--- config.mk ---
export PLATFORM = sky130hd
export DESIGN_NAME = bus_arbiter_flat
export DESIGN_NICKNAME = d
export VERILOG_FILES = /design/src/rtl/bus_arbiter_if.sv /design/src/rtl/bus_arbiter.sv /design/src/flat_wrapper.sv
export SDC_FILE = /design/constraint.sdc
export NUM_CORES = 1
export LEC_CHECK = 0
export ABC_AREA = 1
export BUFFER_PORTS_ARGS = -buffer_cell sky130_fd_sc_hd__buf_2
export CAP_MARGIN = 20
export CORE_AREA = 4 4 120 122
export DETAILED_ROUTE_END_ITERATION = 8
export DIE_AREA = 0 0 124 126
export PLACE_DENSITY_LB_ADDON = 0.08
export SETUP_SLACK_MARGIN = 0.4
export SLEW_MARGIN = 20
export SYNTH_ARGS = -nofsm -noshare
export SYNTH_HDL_FRONTEND = slang
export SYNTH_SLANG_ARGS = --single-unit
--- constraint.sdc ---
create_clock -name cpu_clk -period 8.3 [get_ports cpu_clk]
set_input_delay 1.66 -clock cpu_clk [delete_from_list [all_inputs] [get_ports cpu_clk]]
set_output_delay 1.66 -clock cpu_clk [all_outputs]
set_load 0.05 [all_outputs]
--- src/rtl/bus_arbiter_if.sv ---
// Bundle of the two master handshakes, the shared bus and the grant vector
// for bus_arbiter. The slave view is what the arbiter sees; the master view
// is the surrounding environment (core, DMA loader, Bridge).
interface bus_arbiter_if #(
  parameter int ADDR_W = 32,
  parameter int DATA_W = 32
);

  // Master 0: CPU load/store port
  logic              m0_req;
  logic              m0_we;
  logic [ADDR_W-1:0] m0_addr;
  logic [DATA_W-1:0] m0_wdata;
  logic              m0_ack;
  logic [DATA_W-1:0] m0_rdata;

  // Master 1: DMA / debug loader
  logic              m1_req;
  logic              m1_we;
  logic [ADDR_W-1:0] m1_addr;
  logic [DATA_W-1:0] m1_wdata;
  logic              m1_ack;
  logic [DATA_W-1:0] m1_rdata;

  // Shared Bridge bus
  logic [ADDR_W-1:0] Bus_addr;
  logic              Bus_wen;
  logic [DATA_W-1:0] Bus_wdata;
  logic [DATA_W-1:0] Bus_rdata;

  // One-hot current owner
  logic [1:0]        gnt;

  modport slave (
    input  m0_req, m0_we, m0_addr, m0_wdata,
    output m0_ack, m0_rdata,
    input  m1_req, m1_we, m1_addr, m1_wdata,
    output m1_ack, m1_rdata,
    output Bus_addr, Bus_wen, Bus_wdata,
    input  Bus_rdata,
    output gnt
  );

  modport master (
    output m0_req, m0_we, m0_addr, m0_wdata,
    input  m0_ack, m0_rdata,
    output m1_req, m1_we, m1_addr, m1_wdata,
    input  m1_ack, m1_rdata,
    input  Bus_addr, Bus_wen, Bus_wdata,
    output Bus_rdata,
    input  gnt
  );

endinterface

--- src/rtl/bus_arbiter.sv ---
// Two-master round-robin arbiter in front of the Bridge data bus.
// A granted transaction owns the bus for LAT access cycles followed by one
// DONE cycle carrying the ack pulse, so back-to-back service takes LAT+2
// cycles. Master fields are captured only on the grant edge.
module bus_arbiter #(
  parameter int ADDR_W = 32,
  parameter int DATA_W = 32,
  parameter int LAT    = 1
) (
  input  logic          cpu_clk,
  input  logic          cpu_rst,
  bus_arbiter_if.slave  bus
);

  // Reject an out-of-range access latency at elaboration time
  generate
    if (LAT < 1 || LAT > 15) begin : g_bad_lat
      $error("bus_arbiter: LAT must be in the range 1..15");
    end
  endgenerate

  // The counter counts down the remaining access cycles after the first one
  localparam logic [3:0] CNT_INIT = 4'(LAT - 1);

  typedef enum logic [1:0] {
    IDLE   = 2'd0,
    ACCESS = 2'd1,
    DONE   = 2'd2
  } state_t;

  state_t            state_q, state_d;
  logic [3:0]        cnt_q, cnt_d;
  logic              last_q, last_d;
  logic              owner_q, owner_d;
  logic              we_q, we_d;
  logic [ADDR_W-1:0] addr_q, addr_d;
  logic [DATA_W-1:0] wdata_q, wdata_d;
  logic [DATA_W-1:0] rdata0_q, rdata0_d;
  logic [DATA_W-1:0] rdata1_q, rdata1_d;

  // State register; reset aborts any transaction and makes m0 win first
  always_ff @(posedge cpu_clk or posedge cpu_rst) begin
    if (cpu_rst) begin
      state_q  <= IDLE;
      cnt_q    <= 4'd0;
      last_q   <= 1'b1;
      owner_q  <= 1'b0;
      we_q     <= 1'b0;
      addr_q   <= '0;
      wdata_q  <= '0;
      rdata0_q <= '0;
      rdata1_q <= '0;
    end else begin
      state_q  <= state_d;
      cnt_q    <= cnt_d;
      last_q   <= last_d;
      owner_q  <= owner_d;
      we_q     <= we_d;
      addr_q   <= addr_d;
      wdata_q  <= wdata_d;
      rdata0_q <= rdata0_d;
      rdata1_q <= rdata1_d;
    end
  end

  // Next-state logic: arbitrate in IDLE, count out the access, then ack
  always_comb begin
    state_d  = state_q;
    cnt_d    = cnt_q;
    last_d   = last_q;
    owner_d  = owner_q;
    we_d     = we_q;
    addr_d   = addr_q;
    wdata_d  = wdata_q;
    rdata0_d = rdata0_q;
    rdata1_d = rdata1_q;

    case (state_q)
      IDLE: begin
        if (bus.m0_req || bus.m1_req) begin
          if (bus.m0_req && bus.m1_req) begin
            owner_d = ~last_q;
          end else begin
            owner_d = bus.m1_req;
          end
          if (owner_d) begin
            we_d    = bus.m1_we;
            addr_d  = bus.m1_addr;
            wdata_d = bus.m1_wdata;
          end else begin
            we_d    = bus.m0_we;
            addr_d  = bus.m0_addr;
            wdata_d = bus.m0_wdata;
          end
          cnt_d   = CNT_INIT;
          state_d = ACCESS;
        end
      end

      ACCESS: begin
        if (cnt_q != 4'd0) begin
          cnt_d = cnt_q - 4'd1;
        end else begin
          if (!we_q) begin
            if (owner_q) begin
              rdata1_d = bus.Bus_rdata;
            end else begin
              rdata0_d = bus.Bus_rdata;
            end
          end
          state_d = DONE;
        end
      end

      DONE: begin
        last_d  = owner_q;
        state_d = IDLE;
      end

      default: begin
        state_d = IDLE;
      end
    endcase
  end

  // Output decode purely from registers: bus driven only during ACCESS,
  // single write strobe on the final access cycle, ack only in DONE
  always_comb begin
    bus.Bus_addr  = '0;
    bus.Bus_wdata = '0;
    bus.Bus_wen   = 1'b0;
    bus.m0_ack    = 1'b0;
    bus.m1_ack    = 1'b0;
    bus.gnt       = 2'b00;

    if (state_q == ACCESS) begin
      bus.Bus_addr  = addr_q;
      bus.Bus_wdata = wdata_q;
      bus.Bus_wen   = we_q && (cnt_q == 4'd0);
    end

    if (state_q == DONE) begin
      bus.m0_ack = ~owner_q;
      bus.m1_ack = owner_q;
    end

    if (state_q != IDLE) begin
      bus.gnt = owner_q ? 2'b10 : 2'b01;
    end

    bus.m0_rdata = rdata0_q;
    bus.m1_rdata = rdata1_q;
  end

endmodule

--- src/flat_wrapper.sv ---
// flat-port wrapper written by rule: the top's interface ports become plain ports
module bus_arbiter_flat 
#(
  parameter int ADDR_W = 32,
  parameter int DATA_W = 32,
  parameter int LAT    = 1
)
  (cpu_clk, cpu_rst, bus_m0_req, bus_m0_we, bus_m0_addr, bus_m0_wdata, bus_m0_ack, bus_m0_rdata, bus_m1_req, bus_m1_we, bus_m1_addr, bus_m1_wdata, bus_m1_ack, bus_m1_rdata, bus_Bus_addr, bus_Bus_wen, bus_Bus_wdata, bus_Bus_rdata, bus_gnt);
  bus_arbiter_if #(.ADDR_W(ADDR_W), .DATA_W(DATA_W)) bus_i ();
  input  logic cpu_clk;
  input  logic cpu_rst;
  input wire logic [$bits(bus_i.m0_req)-1:0] bus_m0_req;
  input wire logic [$bits(bus_i.m0_we)-1:0] bus_m0_we;
  input wire logic [$bits(bus_i.m0_addr)-1:0] bus_m0_addr;
  input wire logic [$bits(bus_i.m0_wdata)-1:0] bus_m0_wdata;
  output wire logic [$bits(bus_i.m0_ack)-1:0] bus_m0_ack;
  output wire logic [$bits(bus_i.m0_rdata)-1:0] bus_m0_rdata;
  input wire logic [$bits(bus_i.m1_req)-1:0] bus_m1_req;
  input wire logic [$bits(bus_i.m1_we)-1:0] bus_m1_we;
  input wire logic [$bits(bus_i.m1_addr)-1:0] bus_m1_addr;
  input wire logic [$bits(bus_i.m1_wdata)-1:0] bus_m1_wdata;
  output wire logic [$bits(bus_i.m1_ack)-1:0] bus_m1_ack;
  output wire logic [$bits(bus_i.m1_rdata)-1:0] bus_m1_rdata;
  output wire logic [$bits(bus_i.Bus_addr)-1:0] bus_Bus_addr;
  output wire logic [$bits(bus_i.Bus_wen)-1:0] bus_Bus_wen;
  output wire logic [$bits(bus_i.Bus_wdata)-1:0] bus_Bus_wdata;
  input wire logic [$bits(bus_i.Bus_rdata)-1:0] bus_Bus_rdata;
  output wire logic [$bits(bus_i.gnt)-1:0] bus_gnt;
  assign bus_i.m0_req = bus_m0_req;
  assign bus_i.m0_we = bus_m0_we;
  assign bus_i.m0_addr = bus_m0_addr;
  assign bus_i.m0_wdata = bus_m0_wdata;
  assign bus_m0_ack = bus_i.m0_ack;
  assign bus_m0_rdata = bus_i.m0_rdata;
  assign bus_i.m1_req = bus_m1_req;
  assign bus_i.m1_we = bus_m1_we;
  assign bus_i.m1_addr = bus_m1_addr;
  assign bus_i.m1_wdata = bus_m1_wdata;
  assign bus_m1_ack = bus_i.m1_ack;
  assign bus_m1_rdata = bus_i.m1_rdata;
  assign bus_Bus_addr = bus_i.Bus_addr;
  assign bus_Bus_wen = bus_i.Bus_wen;
  assign bus_Bus_wdata = bus_i.Bus_wdata;
  assign bus_i.Bus_rdata = bus_Bus_rdata;
  assign bus_gnt = bus_i.gnt;
  bus_arbiter #(.ADDR_W(ADDR_W), .DATA_W(DATA_W), .LAT(LAT)) u_core (.cpu_clk(cpu_clk), .cpu_rst(cpu_rst), .bus(bus_i));
endmodule
* Yosys cells after proc, flatten, opt, wreduce, memory -nomap -nowiden
Cells that the tools add are included.
** Storage, ports and cells
- Flip-flop bits (word level) :: 137
- Latch bits :: 0
- Memory bits (writable) :: 0
- Memory bits (read-only) :: 0
- Input port bits :: 166
- Output and inout bits :: 133
- Memories kept :: 0
** Cells by class
- Add/subtract/negate cells :: 1
- Multiply operators :: 0
- Div/mod/pow operators :: 0
- Order comparisons :: 0
- Eq/ne operators :: 5
- Shift operators :: 0
- Multiplexer cells :: 19
- Bitwise operators :: 4
- Reduce and logical (&&, ||, !) cells :: 13
** Operators by type and width (count)
- $mux 32 :: 4
- $mux 2 :: 4
- $mux 4 :: 2
- $pmux 4 s2 :: 1
- $reduce_and 4->1 :: 2
- $mux 1 :: 7
- $logic_not 4->1 :: 1
- $ne 2x1->1 const B :: 2
- $not 1->1 :: 4
- $pmux 2 s2 :: 1
- $reduce_and 2->1 :: 2
- $reduce_bool 2->1 :: 2
- $reduce_bool 4->1 :: 1
- $sub 4x1->4 const B :: 1
- $reduce_and 3->1 :: 1
- $eq 2x1->1 const B :: 1
- $eq 2x2->1 const B :: 1
- $logic_and 1x1->1 :: 2
- $logic_not 2->1 :: 1
- $ne 2x2->1 const B :: 1
- $logic_or 1x1->1 :: 1

* Logic depth before layout (Yosys ltp)
Gate-level depths: netlist of the first run.
- Word-level depth :: 5
- Depth in mapped cells :: 8
- Mapped depth without buffers :: 7

* Worst setup path before layout of the first run
No wires, ideal clock.
- Kind :: register to output
- From :: register u_core.cnt_q[0]
- To :: output port bus_Bus_wen
- Arrival :: 1.662 ns
- Required time :: 6.640 ns
- Setup slack :: 4.978 ns
- Stages on the path, launching flop included :: 7
- Path buffers :: 0
- Cells stage by stage :: dfrtp_1 -> inv_1 -> ha_1 -> nand2_1 -> nor2_2 -> nand2_1 -> nor2_1
** On the way
- Cells in the longest elaborated chain, start to end :: 3
** Ends and longest elaborated chain
- from (decl) :: line bus_arbiter.sv:32 : logic [3:0] cnt_q, cnt_d;
- from (signal assigned) :: line bus_arbiter.sv:55 : cnt_q <= cnt_d;
- $logic_not 4->1 :: line bus_arbiter.sv:139 : bus.Bus_wen = we_q && (cnt_q == 4'd0);
- $logic_and 1x1->1 :: line bus_arbiter.sv:139
- $mux 1 :: line bus_arbiter.sv:136 : if (state_q == ACCESS) begin
- to (decl) :: line flat_wrapper.sv:25 : output wire logic [$bits(bus_i.Bus_wen)-1:0] bus_Bus_wen;
Every way passes these cells.

* Final worst setup path of the first run
- From :: register u_core.state_q[1]
- To :: output port bus_Bus_wdata[0]
** On the way
- Cells in the longest elaborated chain, start to end :: 2
** Ends and longest elaborated chain
- from (decl) :: line bus_arbiter.sv:31 : state_t state_q, state_d;
- from (signal assigned) :: line bus_arbiter.sv:54 : state_q <= state_d;
- $eq 2x1->1 :: line bus_arbiter.sv:136
- $mux 32 :: line bus_arbiter.sv:136
- to (decl) :: line flat_wrapper.sv:26 : output wire logic [$bits(bus_i.Bus_wdata)-1:0] bus_Bus_wdata;
Every way passes these cells.

==> results of run 1 <==
==> critical path: stages (launching register included) <==
cell	delay [ps]
dfrtp_1	430
nor2_4	650
inv_2	590
nor2_1	250
buf_2	290
==> registers in the layout, indices dropped and copies added (netlist names) <==
| register | flops |
|---|---|
| u_core.owner_q | 1 |
| u_core.we_q | 1 |
| u_core.cnt_q | 4 |
| u_core.state_q | 2 |
| u_core.addr_q | 32 |
| u_core.last_q | 1 |
| u_core.bus.m1_rdata | 32 |
| u_core.bus.m0_rdata | 32 |
| u_core.wdata_q | 32 |
==> layer usage <==
metal | GRT usage [%] | wire length [um]
met5 | 0 | 0
met2 | 43.3 | 9800
met1 | 31.3 | 7690
met3 | 7.13 | 1770
met4 | 9.79 | 510
==> cells in the mapped netlist <==
master    count  area share (%)
buf_2        29             2.1
dfrtp_1     136              50
nand3_1       7            0.51
inv_1       137             7.5
nor2_1      139             7.6
nand3_2       1            0.15
o21ai_2       1            0.13
nor2_4        1            0.16
dfstp_2       1            0.38
o21ai_1      75             5.5
buf_4         5            0.55
ha_1          1            0.18
xor2_1        1            0.13
buf_1         3            0.16
nor2_2        3            0.27
o21ai_0      24             1.8
inv_2         4            0.22
clkbuf_1     18            0.99
nand4_1      32             2.9
nand2_1     345              19
==> worst paths after layout <==
check	to	cells after the start	start	slack, ps
worst max-delay path	bus_Bus_wdata[0]	4	u_core.state_q[1]	3960
worst min-delay path	u_core.bus.m0_rdata[13]	2	u_core.bus.m0_rdata[13]	470
worst max register to register	u_core.bus.m0_rdata[8]	9	u_core.cnt_q[0]	6090
worst min register to register	u_core.bus.m0_rdata[13]	2	u_core.bus.m0_rdata[13]	470
max in group asynchronous	u_core.wdata_q[30]	3	cpu_rst	5890
min in group asynchronous	u_core.bus.m1_rdata[31]	2	cpu_rst	1280
==> area by class of cell <==
cell class	count	area (um2)
inverters	141	534
clock buffers	20	447
fillers	1199	4160
flip-flops and latches	137	3430
multi-input cells	630	2640
clock inverters	11	195
repair buffers	307	1560
well taps	176	220
==> cell usage in the layout (no fill, tap or decap), drive strengths merged <==
cell type,count
buf,307
bufinv,5
clkbuf,20
clkinv,2
clkinvlp,3
dfrtp,136
dfstp,1
ha,1
inv,142
nand2,345
nand3,8
nand4,32
nor2,143
o21ai,100
xor2,1
==> report_power, final <==
group | leakage [uW] | internal (uW) | switching, uW
clock | 0.000303 | 540 | 281
combinational | 0.00340 | 493 | 1710
sequential | 0.00167 | 998 | 182
total | 0.00538 | 2030 | 2170
==> through the flow <==
stage / util (%) / total power, uW / worst slack [ps] / instances
2_1_floorplan: - / 2870 / 2970 / 963
6_report: 68.5 / 4210 / 3960 / 1422
3_3_place_gp: 63.6 / 3370 / 4470 / 1391
3_5_place_dp: 63.6 / 3400 / 4390 / 1391
5_1_grt: 68.5 / 4490 / 3630 / 1422
4_1_cts: 68.4 / 4240 / 3940 / 1422
==> logic make-up (layout without fill, tap and decap cells) <==
family / after synthesis / after routing / synth area share, %
flops: 137 / 137 / 50.2
fa+ha+maj: 1 / 1 / 0.183
buf+inv: 196 / 479 / 11.6
xor+xnor: 1 / 1 / 0.128
compound gates: 100 / 100 / 7.37
simple gates: 528 / 528 / 30.6
==> impl_metrics.tcl, run 1 <==
set metrics [dict create \
    grt_antenna_before_repair 0 \
    port_buffers 298 \
    final-hold-violation-count 0 \
    fin_skew_ps 6.10 \
    post-route-cell-area_um2 9030 \
    place_area_um2 8380 \
    htree_num_levels 4 \
    routed_wl_mm 19.8 \
    fin_crit_ps 4340 \
    power_per_cell_area_nw_per_um2 466 \
    row_count 42 \
    worstMarginPinSlew_ps 1010 \
    drc_errors 0 \
    grt_setup_unrepaired "no" \
    cts_hold_buf 0 \
    cp-end-kind "output port" \
    clock_latency_ps 410 \
    synth_area_um2 6840 \
    wl_per_cell_um 13.9 \
    grt_pass1_wl_mm 31.9 \
    start_util_pct 51.8 \
    grt_overflow 0 \
    drt_iter0_markers 486 \
    fin_hold_ws_ps 468 \
    avgSynthCellArea_um2 7.10 \
    netlist_instances 963 \
    dr.pass1.iters 5 \
    syn_to_final_growth_pct 32.0 \
    fin_crit_sh_pct 52.3 \
    peakVddDrop_v 0.000256 \
    vias 6835 \
    clk_pin_slew_worst_paths_ps 60 \
    grt_pass1_vias 6549 \
    ys_ff_latch 137 \
    cp-start-kind "flop" \
    root_buffer "clkbuf_16" \
    via_per_inst 4.81 \
    power_leakage_uw 0.00538 \
    core_area_um2 13200 \
    track_usage_pct 25.7 \
    ys_seq_area_share_pct 50.2 \
    dieHeight_um 126 \
    post_cts_resize_count 0 \
    finalSetupTns_ps 0 \
    slew_violations 0 \
    cts_tree "built" \
    cts_buffers 17 \
    post-cts-setup-buffers 0 \
    post-dp-hpwl_mm 13.9 \
    worstPathRequired_ps 6640 \
    die_w_um 124 \
    gp_routability_congestion 0.826 \
    ys.warnings.count 0 \
    die_area_um2 15600 \
    drive_gt1_share_pct 28.1 \
    numClockSinks 137 \
    ys_types 20 \
    max_cap_viol_count 0 \
    slew_headroom_pct 32.7 \
    syn_nets 1130 \
    cp_max_fo 64 \
    nets 1401 \
    cp.arrival_ps 2680 \
    pin_count 299 \
    max_clock_freq_ghz 0.230 \
    ant_nets 0 \
    grt_max_degree 87 \
    clk_path_buf_depth 2 \
    hold_class "reg -> reg" \
    setup_violations 0 \
    diodes 0 \
    criticalPathCategory "reg -> out" \
    status "completed" \
]
(Power assumes the default switching activity.)
==> run 2: changes to the inputs <==
--- a/config.mk
+++ b/config.mk
@@ -8,9 +8,9 @@
 export ABC_AREA = 1
 export BUFFER_PORTS_ARGS = -buffer_cell sky130_fd_sc_hd__buf_2
 export CAP_MARGIN = 20
-export CORE_AREA = 4 4 120 122
+export CORE_AREA = 4 4 125 127
 export DETAILED_ROUTE_END_ITERATION = 8
-export DIE_AREA = 0 0 124 126
+export DIE_AREA = 0 0 129 131
 export PLACE_DENSITY_LB_ADDON = 0.08
 export SETUP_SLACK_MARGIN = 0.4
 export SLEW_MARGIN = 20
==> constraint.sdc (replaced) <==
create_clock -name cpu_clk -period 4.35 [get_ports cpu_clk]
set_input_delay 0.87 -clock cpu_clk [delete_from_list [all_inputs] [get_ports cpu_clk]]
set_output_delay 0.87 -clock cpu_clk [all_outputs]
set_load 0.05 [all_outputs]
==> impl_metrics.tcl, run 2 (synthesis results as in run 1) <==
set metrics [dict create \
    clock_latency_ps 420 \
    drive_gt1_share_pct 28.3 \
    grt_pass1_wl_mm 31.9 \
    grtUsageMet1_pct 29.8 \
    hold_class "reg -> reg" \
    slew_violations 0 \
    power_per_cell_area_nw_per_um2 872 \
    cts_buffers 17 \
    fin_hold_ws_ps 464 \
    drc_errors 0 \
    post-cts-setup-buffers 0 \
    max_clock_freq_ghz 0.310 \
    nets 1405 \
    htree_num_levels 4 \
    final_cell_mix "344 x nand2_1, 298 x buf_2, 138 x nor2_1" \
    post-route-util_pct 62.6 \
    core_area_um2 14400 \
    cp-end-kind "output port" \
    fin_skew_ps 9.00 \
    max_cap_viol_count 0 \
    worstPathRequired_ps 3480 \
    status "completed" \
    routed_wl_mm 20.1 \
    post_cts_resize_count 0 \
    cpPeakStageDelay_ps 760 \
    post-route-cell-area_um2 9030 \
    dr.pass1.iters 5 \
    finalSetupTns_ps 0 \
    die_area_um2 16900 \
    track_usage_pct 23.8 \
    fin_crit_sh_pct 74.1 \
    place_ws_ps 1530 \
    top_usage_layer "met2" \
    vias 6855 \
    pin_count 299 \
    grt_pass1_vias 6533 \
    grt_setup_unrepaired "no" \
    setup_violations 0 \
    syn_to_final_growth_pct 32.1 \
    clk_path_buf_depth 2 \
    die_w_um 129 \
    place_area_um2 8430 \
    final-hold-violation-count 0 \
    port_buffers 298 \
    grt_antenna_before_repair 4 \
    fillers 1414 \
    finalWorstSetupSlack_ps 1130 \
    fin_crit_ps 3220 \
    crit_chain "inv_2, nor2_4, buf_4, inv_2, nor2_1, buf_2" \
    wl_per_cell_um 14.0 \
    cp.arrival_ps 2350 \
    post-dp-hpwl_mm 14.5 \
    drt_iter0_markers 386 \
    globalRouteMet2Util_pct 39.6 \
    gp_routability_congestion 0.844 \
    power_leakage_uw 0.00539 \
    grt_max_degree 83 \
    grt_overflow 0 \
    clk_pin_slew_worst_paths_ps 50 \
    crit_top_cell "inv_2" \
    peakVddDrop_v 0.000438 \
    cp_max_fo 64 \
    worstMarginPinSlew_ps 1020 \
    final_common_cell "nand2_1" \
    cts_hold_buf 0 \
    root_buffer "clkbuf_16" \
    dieHeight_um 131 \
    via_per_inst 4.77 \
    row_count 44 \
    slew_headroom_pct 31.9 \
    cp-start-kind "flop" \
    cts_tree "built" \
    criticalPathCategory "reg -> out" \
    numClockSinks 137 \
    use_met3_pct 6.67 \
    start_util_pct 47.4 \
    crit_slowest_cell "inv_2" \
    ant_nets 0 \
]
## run 2: per-stage QoR
stage	instances	power (uW)
after floorplan	963	5470
after global placement	1402	6450
after detailed placement	1402	6510
after CTS	1433	7950
after global routing	1436	8420
final	1436	7880
## run 2: final timing paths
check,from,to,slack (ps),depth (start not counted)
setup reg to reg,u_core.cnt_q[0],u_core.bus.m1_rdata[29],1830,7
max in group asynchronous,cpu_rst,u_core.wdata_q[4],3140,3
hold reg to reg,u_core.bus.m0_rdata[25],u_core.bus.m0_rdata[25],460,2
min in group asynchronous,cpu_rst,u_core.addr_q[9],470,2
setup / recovery,u_core.state_q[0],bus_Bus_addr[22],1130,6
hold / removal,u_core.bus.m0_rdata[25],u_core.bus.m0_rdata[25],460,2
## run 2: area by class of cell
class                   count  area (um2)  area share (%)
flip-flops and latches    137        3430            38.0
clock inverters             8        93.8            1.04
inverters                 141         533            5.90
repair buffers            311        1610            17.9
clock buffers              23         488            5.40
well taps                 184         230            2.55
diodes                      2        5.00          0.0554
multi-input cells         630        2640            29.2
## run 2: routing by layer
layer,vias to the layer above,part of all wire (%),routed length [um]
met5,-,0.10,21
met4,4,1.9,380
met3,34,8.9,1780
met2,254,49,9750
met1,3109,41,8150
li1,3454,-,-
## run 2: report_power, final
| group | switching (uW) | total (uW) | internal (uW) |
|---|---|---|---|
| Sequential | 337 | 2240 | 1900 |
| Clock | 521 | 1420 | 897 |
| Combinational | 3270 | 4220 | 951 |
| Total | 4130 | 7880 | 3750 |
## run 2: critical path, delay by kind of cell, from the launching register on
kind                   cells  cell delay, ps
buffers and inverters      4            1350
DFF                        1             400
and+or+nand+nor            2             130
